<file path="config.mk">
export PLATFORM = sky130hd
export DESIGN_NAME = regfile_wb_arbiter
export DESIGN_NICKNAME = d
export VERILOG_FILES = /design/src/rtl/regfile_wb_arbiter.sv
export SDC_FILE = /design/constraint.sdc
export NUM_CORES = 1
export LEC_CHECK = 0
export BUFFER_PORTS_ARGS = -buffer_cell sky130_fd_sc_hd__buf_2
export CORE_MARGIN = 3
export CORE_UTILIZATION = 46
export CTS_BUF_LIST = sky130_fd_sc_hd__clkbuf_4 sky130_fd_sc_hd__clkbuf_8
export CTS_CLUSTER_SIZE = 16
export DETAILED_ROUTE_END_ITERATION = 10
export PLACE_DENSITY = 0.77
export SKIP_LAST_GASP = 1
export SYNTH_ARGS = -nofsm -noshare
export SYNTH_HDL_FRONTEND = slang
export SYNTH_SLANG_ARGS = --single-unit
</file>
<file path="constraint.sdc">
create_clock -name clk -period 1.5 [get_ports clk]
set_input_delay 0.225 -clock clk [delete_from_list [all_inputs] [get_ports clk]]
set_output_delay 0.225 -clock clk [all_outputs]
set_load 0.02 [all_outputs]
</file>
<file path="src/rtl/regfile_wb_arbiter.sv">
// regfile_wb_arbiter
//
// Write-back arbiter and pending-write scoreboard for the 8 x 16-bit register
// file of the multicycle RISC core. The ALU result path and the load-return
// path share the register file's single write port. A round-robin arbiter
// picks one of them, and the winning write is registered onto the
// WE/Waddr/Wdata inputs. The scoreboard keeps one busy bit per register so
// that the control FSM can stall issue on RAW/WAW hazards.
//
// Ports
//   clk                    system clock (register file samples on ~clk)
//   rst                    synchronous, active-high reset
//   alu_valid/ready        ALU write-back handshake (ready is combinational)
//   alu_addr/data          ALU destination register and result
//   mem_valid/ready        load-return handshake (ready is combinational)
//   mem_addr/data          load destination register and data
//   rsv_en/rsv_addr        reserve a destination register at issue
//   rsv_err                one-cycle pulse: reservation refused (already busy)
//   qa_addr/qa_busy        hazard query A (combinational)
//   qb_addr/qb_busy        hazard query B (combinational)
//   busy                   scoreboard vector, one bit per register
//   rf_we/waddr/wdata      registered register-file write port
module regfile_wb_arbiter (
  input  logic        clk,
  input  logic        rst,
  input  logic        alu_valid,
  output logic        alu_ready,
  input  logic [2:0]  alu_addr,
  input  logic [15:0] alu_data,
  input  logic        mem_valid,
  output logic        mem_ready,
  input  logic [2:0]  mem_addr,
  input  logic [15:0] mem_data,
  input  logic        rsv_en,
  input  logic [2:0]  rsv_addr,
  output logic        rsv_err,
  input  logic [2:0]  qa_addr,
  input  logic [2:0]  qb_addr,
  output logic        qa_busy,
  output logic        qb_busy,
  output logic [7:0]  busy,
  output logic        rf_we,
  output logic [2:0]  rf_waddr,
  output logic [15:0] rf_wdata
);

  typedef enum logic {
    GRANT_ALU = 1'b0,
    GRANT_MEM = 1'b1
  } grant_e;

  grant_e      r_last_grant;
  logic [7:0]  r_busy;
  logic        r_rsv_err;
  logic        r_rf_we;
  logic [2:0]  r_rf_waddr;
  logic [15:0] r_rf_wdata;

  logic        w_alu_win;
  logic        w_mem_win;
  logic        w_xfer;
  logic [2:0]  w_win_addr;
  logic [15:0] w_win_data;

  logic [7:0]  w_set_mask;
  logic [7:0]  w_clr_mask;
  logic [7:0]  w_busy_next;
  logic        w_rsv_refuse;

  // Arbitration. A lone requester always wins. On contention the requester
  // that did not win last time gets the port. Reset masks both readies so
  // that nothing transfers while the block is being reset.
  always_comb begin
    // NOTE: every signal assigned in always_comb gets a default first, so no
    // path leaves it unassigned and no latch is inferred.
    w_alu_win = 1'b0;
    w_mem_win = 1'b0;
    if (!rst) begin
      if (alu_valid && (!mem_valid || r_last_grant == GRANT_MEM)) begin
        w_alu_win = 1'b1;
      end else if (mem_valid) begin
        w_mem_win = 1'b1;
      end
    end
  end

  assign w_xfer     = w_alu_win | w_mem_win;
  assign w_win_addr = w_alu_win ? alu_addr : mem_addr;
  assign w_win_data = w_alu_win ? alu_data : mem_data;

  // Scoreboard next state. The commit now on rf_* retires its register at
  // this edge. A reservation of that same register at the same edge is a
  // legal back-to-back reuse. The set wins, and it is not refused even
  // though the bit still reads 1 during this cycle.
  always_comb begin
    w_set_mask   = 8'h00;
    w_clr_mask   = 8'h00;
    w_rsv_refuse = 1'b0;
    if (r_rf_we) begin
      w_clr_mask[r_rf_waddr] = 1'b1;
    end
    if (rsv_en) begin
      if (!r_busy[rsv_addr] || w_clr_mask[rsv_addr]) begin
        w_set_mask[rsv_addr] = 1'b1;
      end else begin
        w_rsv_refuse = 1'b1;
      end
    end
  end

  assign w_busy_next = (r_busy & ~w_clr_mask) | w_set_mask;

  // NOTE: sequential state uses non-blocking assignments only. Every
  // register then samples pre-edge values, whatever the order of the
  // statements.
  always_ff @(posedge clk) begin
    if (rst) begin
      r_last_grant <= GRANT_MEM;
      r_rf_we      <= 1'b0;
      r_rf_waddr   <= 3'd0;
      r_rf_wdata   <= 16'h0000;
    end else begin
      r_rf_we <= w_xfer;
      if (w_xfer) begin
        r_last_grant <= w_alu_win ? GRANT_ALU : GRANT_MEM;
        r_rf_waddr   <= w_win_addr;
        r_rf_wdata   <= w_win_data;
      end
    end
  end

  // The busy vector is reset explicitly. A commit dropped by reset would
  // otherwise leave its register marked busy forever.
  always_ff @(posedge clk) begin
    if (rst) begin
      r_busy    <= 8'h00;
      r_rsv_err <= 1'b0;
    end else begin
      r_busy    <= w_busy_next;
      r_rsv_err <= w_rsv_refuse;
    end
  end

  assign alu_ready = w_alu_win;
  assign mem_ready = w_mem_win;
  assign qa_busy   = r_busy[qa_addr];
  assign qb_busy   = r_busy[qb_addr];
  assign busy      = r_busy;
  assign rsv_err   = r_rsv_err;
  assign rf_we     = r_rf_we;
  assign rf_waddr  = r_rf_waddr;
  assign rf_wdata  = r_rf_wdata;

endmodule
</file>
* Yosys cells after proc, flatten, opt, wreduce, memory -nomap -nowiden
Index checks and enable logic that the tools add are counted.
Cells by class: $lt $le $gt $ge 6, multiplexer cells 24, bitwise operators 5, reduce and logical (&&, ||, !) cells 8
Operators by type and width (number):
- 8-bit two-way mux | 3
- 3-bit by 4-bit < comparator with 1-bit output (second input constant) | 4
- 16-bit two-way mux | 1
- 1-bit two-way mux | 13
- 1-bit binary-select mux with 3-bit select | 4
- 8-bit AND | 1
- 8-bit inverter | 1
- 8-bit OR | 1
- 1-bit demux with 3-bit select | 2
- 3-bit by 1-bit >= comparator with 1-bit output (second input constant) | 2
- 1-bit logical AND | 3
- 3-bit two-way mux | 1
- 1-bit zero test | 2
- 1-bit logical OR | 2
- 2-bit OR reduction | 1
- 1-bit inverter | 1
- 1-bit OR | 1
Word-level totals: bits in registers 30, input port bits 52, word-level logic and storage cells 49

* Depth between registers and ports, before layout
Gate-level depths: netlist of run 1.
depth after elaboration 11, depth in mapped cells 5, depth with buffers taken out 3

* Worst setup path after synthesis of run 1
No wires, ideal clock.
path kind register -> output, from register r_busy[7], in the netlist busy[7], to output qa_busy, arrival time 1.173 ns, required time 1.275 ns, path slack 0.102 ns, stages on the path, launching flop included 3, path buffers 0, cells stage by stage dfxtp_1 > mux4_2 > mux2_2
On the way: longest elaborated chain between the ends 2
Ends and longest elaborated chain:
- start: declaration | RTL line 53 | logic [7:0] r_busy;
- start signal: assignment | RTL line 139 | r_busy <= w_busy_next;
- 1-bit binary-select mux with 3-bit select | RTL line 146 | assign qa_busy = r_busy[qa_addr];
- 1-bit two-way mux (not written as such) | RTL line 146
- end: declaration | RTL line 39 | output logic qa_busy,
No other way between the ends. The select of a mux whose other input is x is not followed.

* Worst setup path after layout of run 1
Ends and elaborated chain as after synthesis.

==> results of run 1 <==
-- through the flow --
step	hold WS, ps	TNS, ps
after floorplan	387	0
after global placement	481	0
after detailed placement	487	0
after CTS	145	-562
after global routing	132	-682
final	150	-529
-- flip-flops by register name, summed over array words and instances, names as in the netlist --
register      cells
rf_wdata         16
r_last_grant      1
rf_waddr          3
rf_we             1
rsv_err           1
busy              8
-- final timing paths --
check,depth (start not counted),slack (ps),to,startpoint
max,3,-260,qa_busy,busy[7]$_SDFF_PP0_
min,2,150,rf_wdata[12]$_SDFFE_PP0P_,alu_data[12]
max reg2reg,3,90,rf_wdata[2]$_SDFFE_PP0P_,r_last_grant$_SDFFE_PP1P_
min reg2reg,2,500,rf_wdata[0]$_SDFFE_PP0P_,rf_wdata[0]$_SDFFE_PP0P_
-- worst reg2reg max path: cells and delay by family (launching register included) --
| family | cells | cell delay, ps |
|---|---|---|
| AOI/OAI and AO/OA | 1 | 290 |
| and+or+nand+nor | 2 | 640 |
| DFF | 1 | 380 |
-- cell type report --
cell class                      count  area, sq um  area share
Multi-Input combinational cell    114          953       0.414
Sequential cell                    30          612       0.266
Timing Repair Buffer              103          584       0.254
Clock buffer                        8         78.8      0.0342
Tap cell                           44         55.1      0.0239
Inverter                            5         18.8     0.00815
-- metal layers --
metal  share of wire  routed length, microns
met1            0.40                    1970
met2            0.50                    2430
met3           0.085                     416
met4           0.017                      85
met5               0                       0
-- Yosys cell counts, types with 3 or more instances --
master     n
mux4_2     4
nor2b_1    4
a31oi_1    6
nand2b_1   6
o31ai_1    6
o31a_1    13
nand3_1    7
o311ai_0   4
o221a_1   13
buf_2      6
o221ai_1   8
nand2_1    5
xnor2_1    3
inv_2      3
nand4_1    3
dfxtp_1   30
o211ai_1   4
o21ai_0    7
-- report_power, final --
part,switching (mW),internal [mW],total [mW],leakage [nW]
sequential,0.0359,0.852,0.887,0.250
combinational,0.272,0.229,0.500,0.746
clock,0.285,0.320,0.605,0.0446
-- cell usage in the layout, fill, tap and decap left out, types with 4 or more instances in the layout --
cell / n
a31oi_1: 6
buf_2: 80
buf_4: 20
clkbuf_4: 5
dfxtp_1: 23
dfxtp_2: 6
mux4_2: 4
nand2_1: 5
nand2b_1: 6
nand3_1: 7
nor2b_1: 4
o211ai_1: 4
o21ai_0: 7
o221a_1: 13
o221ai_1: 8
o311ai_0: 4
o31a_1: 13
o31ai_1: 6
-- cell families after synthesis --
group	synth area share
compound gates	0.338
xor+xnor	0.0162
buf+inv	0.0510
flops	0.371
mux	0.0827
simple gates	0.141
-- timing repair --
action                                  CTS  global route
buffers inserted                          7             1
hold endpoints to repair                  0             0
endpoints found under the setup margin    4             3
gates resized for setup                  19             0
pin swaps                                 1             1
hold buffers                              0             0
gates cloned                              1             0
==> key figures, run 1 <==
Drt
  – Initial DRC Count: 101
  – Detailed Routing Iterations Pass 1: 4
  – Routed vias: 1786
  – Final WL: 4.90 mm
  – Residual DRC: 0
  – DR WL/cell: 16.1 microns
  – Post-route ant nets: 0
  – Via/cell ratio: 5.88

Floorplan
  – Initial core utilization: 0.505
  – Io pins: 85
  – Core outline area: 0.00320 sq mm
  – Die area: 0.00427 sq mm
  – Rows: 20
  – Chip height: 65.3 microns
  – Chip Width: 65.3 microns

Global routing
  – Total GRT Usage: 0.242
  – Vias in the first global route: 1746
  – Met2 usage: 0.401
  – Largest net degree at the start of global routing: 18
  – Initial antenna violation count: 0
  – Global-route wire length before repair: 8.07 mm
  – Met3 usage: 0.0581
  – Grt ovf: 0
  – Met1 usage: 0.299
  – GR peak layer: met2

Setup path
  – CP max stage delay: 460 ps
  – CP Capture Type: primary output
  – Bufs and invs on worst path: 1
  – Crit path DAT: 1540 ps
  – Worst-path cell chain: mux4_2 -> mux2_4 -> buf_6
  – Family with the most delay on the worst path: multiplexers
  – CP startpoint kind: flip-flop
  – Crit-path max FO: 3
  – Critical path's slowest cell: mux4_2
  – CP required: 1270 ps
  – Worst setup path class: reg2out

Layout
  – Antenna cell count: 0
  – Layout Cells excl Fill: 304
  – Share of cells above drive strength 1: 0.504
  – Area growth from synthesis to layout: 42.2%
  – Post-layout net count: 311
  – Post-route cell area: 0.00230 sq mm
  – Util after Layout: 0.719
  – Layout fillers: 285

Synth
  – Post-synth cell types: 37
  – Register area share after synthesis: 0.371
  – Share of flip-flops with an asynchronous set or reset: 0
  – Cells after synthesis: 159
  – Mean post-synth cell area: 10.2 sq um
  – Synth area leaders: dfxtp_1, o221a_1, o31a_1, mux4_2, o221ai_1
  – Cell area after technology mapping: 0.00162 sq mm
  – Mapped Nets: 211
  – Primary FF master, synth: dfxtp_1
  – Top-area cell type share of the netlist area: 0.371
  – Yosys reg bits: 30
  – Number of synthesized flops with an enable pin: 0
  – Number of synthesis warnings: 0
  – Area leader, netlist: dfxtp_1

Clock network
  – CTS tree: yes
  – H-tree depth: 2
  – Worst-Skew Late Latency: 340 ps
  – Clk slew on worst S/H paths: 100 ps
  – CTS buffer count: 5
  – Max Root-Sink Buffers: 2
  – Num Clock Sinks: 30
  – Root buffer cell: clkbuf_4

Timing
  – Setup Viol. Count Final: 3
  – Worst-Margin Slew: 470 ps
  – Slew margin rel.: 0.686
  – Clock Skew: 11.9 ps
  – Final Hold Viols: 0
  – Final worst slack: -265 ps
  – Final Critical Period: 1760 ps
  – Final Max Slew Viols: 0
  – RSZ-0062 raised after global routing: true
  – Period utilization: 1.18
  – F_max: 567 MHz

Placed design
  – Pre-CTS WS: 28.8 ps
  – Placement Cell Area: 0.00212 sq mm
  – Routability-driven placement congestion ratio: 0.846
  – Dpl cells: 288
  – Number of I/O port buffers: 84
  – Dpl hpwl: 3.48 mm

Pwr
  – P per Cell Area: 865 mW/mm^2
  – Worst-case vdd ir drop: 0.000578 V
  – Final Total Pwr: 1.99 mW
  – Leak: 1.04 nW

Run status
  – Failing checks: negative setup slack
  – Status: finished, violations left

Job
  – Max cap viols: 0

Hold path
  – Worst hold path class: in2reg
Power figures use the tool's default switching activity.
==> run 2: changes to the inputs <==
- BUFFER_PORTS_ARGS: -buffer_cell sky130_fd_sc_hd__buf_2 -> default
- CORE_UTILIZATION: 46 -> 65
- DONT_BUFFER_PORTS: default -> 1
==> run 2 against run 1 <==
- the run still ends with negative setup slack left
- largest power group unchanged
- sequential share of layout area up 6.2 points
- critical path depth is 1 lower
- first-iteration DRC count shrank 32%
==> key figures, run 2 (same netlist as run 1, synthesis figures left out) <==
Floorplan
  – Rows: 17 (-15%)
  – Io pins: 85 (unchanged)
  – Core outline area: 0.00230 sq mm (-28%)
  – Die area: 0.00313 sq mm (-27%)
  – Chip Width: 55.9 microns (-14%)
  – Initial core utilization: 0.705 (+0.199)
  – Chip height: 55.9 microns (-14%)

Layout
  – Antenna cell count: 0 (unchanged)
  – Most common cell after layout, fill and taps aside: dfxtp_1
  – Share of cells above drive strength 1: 0.253 (-0.251)
  – Most frequent cells in the layout: dfxtp_1, buf_4, o31a_1, o221a_1, o221ai_1
  – Max FFs per register: 16 (unchanged)
  – Post-layout net count: 226 (-27%)
  – Area growth from synthesis to layout: 14.8%
  – Post-route cell area: 0.00186 sq mm (-19%)
  – Layout Cells excl Fill: 202 (-34%)

Global routing
  – Initial antenna violation count: 0 (unchanged)
  – GR peak layer: met2
  – Total GRT Usage: 0.305 (+0.0632)
  – Met3 usage: 0.132 (+0.0741)
  – Largest net degree at the start of global routing: 21 (+3)
  – Met1 usage: 0.353 (+0.0539)
  – Global-route wire length before repair: 7.65 mm (-5.2%)
  – Grt ovf: 0 (unchanged)
  – Vias in the first global route: 1591 (-8.9%)
  – Met2 usage: 0.495 (+0.0942)

Clock network
  – CTS Hold Bufs: 0 (unchanged)
  – Max Root-Sink Buffers: 2 (unchanged)
  – Worst-Skew Late Latency: 320 ps (-20 ps)
  – Num Clock Sinks: 30 (unchanged)
  – CTS buffer count: 5 (unchanged)
  – H-tree depth: 2 (unchanged)
  – Root buffer cell: clkbuf_4
  – CTS tree: yes
  – Clk slew on worst S/H paths: 90 ps (about the same)

Placed design
  – Placement Cell Area: 0.00173 sq mm (-18%)
  – Dpl cells: 193 (-33%)
  – Routability-driven placement congestion ratio: 0.878 (+3.8%)
  – Number of I/O port buffers: 0 (-100%)
  – Dpl hpwl: 3.35 mm (-3.7%)

Pwr
  – P per Cell Area: 1030 mW/mm^2 (+19%)
  – Final Total Pwr: 1.92 mW (-3.7%)
  – Worst-case vdd ir drop: 0.00101 V (+74%)
  – Leak: 0.668 nW (-36%)

Setup path
  – RR Startpoint: r_last_grant$_SDFFE_PP1P_
  – Worst-path cell chain: mux4_2 -> mux2_4
  – CP required: 1270 ps (about the same)
  – R2r worst-path depth: 3 (unchanged)
  – Crit-path max FO: 5 (+2)
  – Bufs and invs on worst path: 0 (-1)
  – Worst setup path class: reg2out
  – Critical path's slowest cell: mux4_2
  – R2R Path End: rf_waddr[0]$_SDFFE_PP0P_
  – Crit path DAT: 1470 ps (-70 ps)
  – CP max stage delay: 470 ps (about the same)
  – Family with the most delay on the worst path: multiplexers
  – R2r setup slk: 60 ps (-30 ps)
  – CP Capture Type: primary output
  – CP startpoint kind: flip-flop

Timing
  – Final worst slack: -195 ps (+69.5 ps)
  – Final Max Slew Viols: 0 (unchanged)
  – Sum Neg Setup Slack: -385 ps (+143 ps)
  – RSZ-0062 raised after global routing: true
  – Final Hold Viols: 0 (unchanged)
  – F_max: 590 MHz (+4.1%)
  – Worst-Margin Slew: 459 ps (-11.2 ps)
  – Clock Skew: 6.74 ps (-5.20 ps)
  – Period utilization: 1.13 (-0.0463)
  – Final Critical Period: 1700 ps (-69.5 ps)
  – Slew margin rel.: 0.694 (+0.00749)
  – Setup Viol. Count Final: 2 (-1)

Drt
  – DR WL/cell: 23.5 microns (+46%)
  – Routed vias: 1552 (-13%)
  – Residual DRC: 0 (unchanged)
  – Post-route ant nets: 0 (unchanged)
  – Via/cell ratio: 7.68 (+31%)
  – Final WL: 4.76 mm (-3.0%)
  – Detailed Routing Iterations Pass 1: 4 (unchanged)
  – Initial DRC Count: 69 (-32%)

Hold path
  – HP Start: mem_data[3]
  – Worst hold path class: in2reg
  – Hold depth: 2 (unchanged)
  – Hold Crit Endpoint: rf_wdata[3]$_SDFFE_PP0P_

Run status
  – Failing checks: negative setup slack
  – Status: finished, violations left

Job
  – Max cap viols: 0 (unchanged)
-- run 2: cell types whose count changed in the layout (fill, tap and decap cells not counted), moves of 2 or more --
| cell | change |
|---|---|
| buf_2 | -80 |
| clkbuf_8 | -2 |
| buf_6 | -2 |
| buf_4 | -4 |
| dfxtp_1 | +2 |
| dfxtp_2 | -2 |
-- run 2: worst max-delay path by stage --
stage | start | to | slack, ps | depth (start not counted)
6_report | busy[3]$_SDFF_PP0_ | qb_busy | -200 | 2
3_3_place_gp | busy[7]$_SDFF_PP0_ | qb_busy | 170 | 2
4_1_cts | busy[3]$_SDFF_PP0_ | qb_busy | -200 | 2
3_5_place_dp | busy[7]$_SDFF_PP0_ | qa_busy | 140 | 2
5_1_grt | busy[3]$_SDFF_PP0_ | qa_busy | -240 | 2
2_1_floorplan | busy[7]$_SDFF_PP0_ | qa_busy | 100 | 2
-- run 2: final cells by class --
class                   count  area [sq um]
well taps                  28          35.0
flip-flops and latches     30           609
repair buffers             18           151
fillers                   137           438
clock inverters             1          30.0
clock buffers               6          51.3
inverters                   5          21.3
multi-input cells         114           961
-- run 2: per-layer routing --
layer  vias to the layer above  wire [microns]
met1                       718            1720
met5                         -               0
met2                       138            2390
met3                        12             568
li1                        684               -
met4                         0              82
-- run 2: power by group --
group / internal (mW) / switching (mW) / total [mW] / leakage [nW]
Sequential: 0.851 / 0.0892 / 0.941 / 0.249
Clock: 0.388 / 0.265 / 0.653 / 0.0443
Combinational: 0.148 / 0.177 / 0.325 / 0.374
-- run 2: stage by stage --
step | hold WS (ps) | utilization | setup WS [ps]
4_1_cts | 46.2 | 0.803 | -200
5_1_grt | 52.1 | 0.809 | -241
6_report | 55.6 | 0.809 | -195
2_1_floorplan | 387 | - | 102
3_3_place_gp | 393 | 0.753 | 174
3_5_place_dp | 397 | 0.753 | 139
-- run 2: what timing repair did --
action                     CTS  global route
pin swaps                    1             1
setup endpoints to repair    4             4
resized for setup            9             4
buffers inserted             1             0
gates cloned                 1             0
-- run 2: worst reg2reg max path: cells and delay by family, from the launching register on --
kind             cells  cell delay [ps]
AO/OA/AOI/OAI        1              280
AND/OR/NAND/NOR      2              680
flip-flops           1              380
==> run 3: changes to the inputs <==
- GPL_ROUTABILITY_DRIVEN: default -> 1
- PLACE_DENSITY: 0.77 -> 0.9
==> run 3 against run 2 <==
- the flow still finishes with violations (negative setup slack)
- setup slack better by 6.5 ps
- clock power is 2% higher
- non-clock buffer count is 2 higher
- largest cell class unchanged
- power is 0.86% higher
- first-iteration DRC count is 57% higher
- largest power group unchanged
==> key figures, run 3 (same netlist as run 1, synthesis figures left out) <==
Global routing
  – Largest net degree at the start of global routing: 21 (unchanged)
  – Total GRT Usage: 0.324 (+0.0188)
  – Global-route wire length before repair: 7.94 mm (+3.8%)
  – Vias in the first global route: 1579 (-0.75%)
  – Grt ovf: 0 (unchanged)
  – Initial antenna violation count: 0 (unchanged)

Job
  – Max cap viols: 0 (unchanged)

Floorplan
  – Core outline area: 0.00230 sq mm (unchanged)
  – Io pins: 85 (unchanged)
  – Die area: 0.00313 sq mm (unchanged)
  – Chip height: 55.9 microns (unchanged)
  – Rows: 17 (unchanged)
  – Chip Width: 55.9 microns (unchanged)
  – Initial core utilization: 0.705 (unchanged)

Pwr
  – Worst-case vdd ir drop: 0.000866 V (-14%)
  – Leak: 0.682 nW (+2.1%)
  – Final Total Pwr: 1.93 mW (+0.86%)
  – P per Cell Area: 1030 mW/mm^2 (-0.35%)

Timing
  – Final Max Slew Viols: 0 (unchanged)
  – Final worst slack: -189 ps (+6.50 ps)
  – Final Hold Viols: 0 (unchanged)
  – Sum Neg Setup Slack: -420 ps (-34.9 ps)
  – Clock Skew: 9.54 ps (+2.80 ps)
  – Slew margin rel.: 0.644 (-0.0498)
  – Period utilization: 1.13 (-0.00434)
  – RSZ-0062 raised after global routing: true
  – F_max: 592 MHz (+0.39%)
  – Final Critical Period: 1690 ps (-6.50 ps)
  – Setup Viol. Count Final: 4 (+2)
  – Worst-Margin Slew: 533 ps (+73.7 ps)

Layout
  – Max FFs per register: 16 (unchanged)
  – Most common cell after layout, fill and taps aside: dfxtp_1
  – Multi-input gate area: 968 sq um (+0.78%)
  – Share of cells above drive strength 1: 0.288 (+0.0353)
  – Layout fillers: 139 (+1.5%)
  – Most frequent cells in the layout: dfxtp_1, buf_4, o31a_1, o221a_1
  – Reg area: 612 sq um (+0.41%)
  – Area growth from synthesis to layout: 16.2%
  – Antenna cell count: 0 (unchanged)
  – Post-layout net count: 228 (+0.88%)

Drt
  – Residual DRC: 0 (unchanged)
  – Via/cell ratio: 7.77 (+1.1%)
  – Initial DRC Count: 108 (+57%)
  – Post-route ant nets: 0 (unchanged)
  – Routed vias: 1593 (+2.6%)
  – Final WL: 4.88 mm (+2.6%)
  – Detailed Routing Iterations Pass 1: 4 (unchanged)
  – DR WL/cell: 23.8 microns (+1.1%)

Setup path
  – R2r setup slk: -30 ps (-90 ps)
  – Worst-path cell chain: mux4_2 -> mux2_4
  – CP max stage delay: 460 ps (about the same)
  – CP Capture Type: primary output
  – Crit path DAT: 1460 ps (about the same)
  – CP required: 1270 ps (about the same)
  – Bufs and invs on worst path: 0 (unchanged)
  – Critical path's slowest cell: mux4_2
  – Family with the most delay on the worst path: multiplexers
  – Crit path to: qb_busy
  – Crit path depth: 2 (unchanged)
  – Worst setup path class: reg2out
  – R2R Path End: busy[2]$_SDFF_PP0_
  – Crit path launch: busy[2]$_SDFF_PP0_
  – Crit-path max FO: 4 (-1)
  – R2r worst-path depth: 6 (+3)
  – CP startpoint kind: flip-flop
  – RR Startpoint: busy[3]$_SDFF_PP0_

Placed design
  – Number of I/O port buffers: 0 (unchanged)
  – Routability-driven placement congestion ratio: 0.997 (+14%)
  – Pre-CTS WS: 132 ps (-7.00 ps)
  – Dpl hpwl: 3.41 mm (+2.0%)

Clock network
  – H-tree depth: 2 (unchanged)
  – CTS Hold Bufs: 0 (unchanged)
  – Max Root-Sink Buffers: 2 (unchanged)
  – CTS tree: yes
  – CTS buffer count: 5 (unchanged)
  – Worst-Skew Late Latency: 340 ps (+20 ps)
  – Root buffer cell: clkbuf_4
  – Num Clock Sinks: 30 (unchanged)
  – Clk slew on worst S/H paths: 90 ps (about the same)

Run status
  – Status: finished, violations left
  – Failing checks: negative setup slack

Hold path
  – Worst hold path class: in2reg
## run 3: cell count changes in the layout (fill, tap and decap cells not counted), sizes merged
cell	previous run	this run
buf	18	20
clkbuf	6	7
## run 3: layout make-up
class,instances,share of cell area
well taps,28,0.0186
multi-input cells,114,0.515
flip-flops and latches,30,0.325
clock inverters,1,0.0160
clock buffers,7,0.0279
inverters,5,0.0113
repair buffers,20,0.0864
## run 3: routing by layer
layer	vias to the layer above	routed length (microns)	share of wire	global-route usage
met3	24	603	0.12	0.109
met2	140	2340	0.48	0.517
li1	689	-	-	-
met5	-	0	0	0
met4	0	163	0.033	0.163
met1	740	1770	0.36	0.389
## run 3: what timing repair did
item                       4_1_cts  5_1_grt
resized for setup               10        5
buffers inserted                 4        1
setup endpoints to repair        4        5
gates cloned                     1        0
pin swaps                        1        1
## run 3: worst min path at each step
stage,from,endpoint,cells past startpoint
final,mem_data[1],rf_wdata[1]$_SDFFE_PP0P_,2
after detailed placement,mem_data[1],rf_wdata[1]$_SDFFE_PP0P_,2
after global placement,mem_data[6],rf_wdata[6]$_SDFFE_PP0P_,2
after global routing,mem_data[0],rf_wdata[0]$_SDFFE_PP0P_,2
after floorplan,mem_valid,r_last_grant$_SDFFE_PP1P_,2
after CTS,mem_data[1],rf_wdata[1]$_SDFFE_PP0P_,2
## run 3: metrics by stage
stage / std cells / utilization / hold WS, ps / area, sq um
floorplan: 159 / - / 387 / 1620
global placement: 191 / 0.747 / 392 / 1720
detailed placement: 191 / 0.747 / 398 / 1720
CTS: 204 / 0.808 / 33.4 / 1860
global route: 205 / 0.819 / 46.0 / 1880
finish: 205 / 0.819 / 41.1 / 1880
## run 3: power by group
part           switching [mW]  internal [mW]
Sequential             0.0937          0.852
Combinational           0.176          0.149
Clock                   0.276          0.389
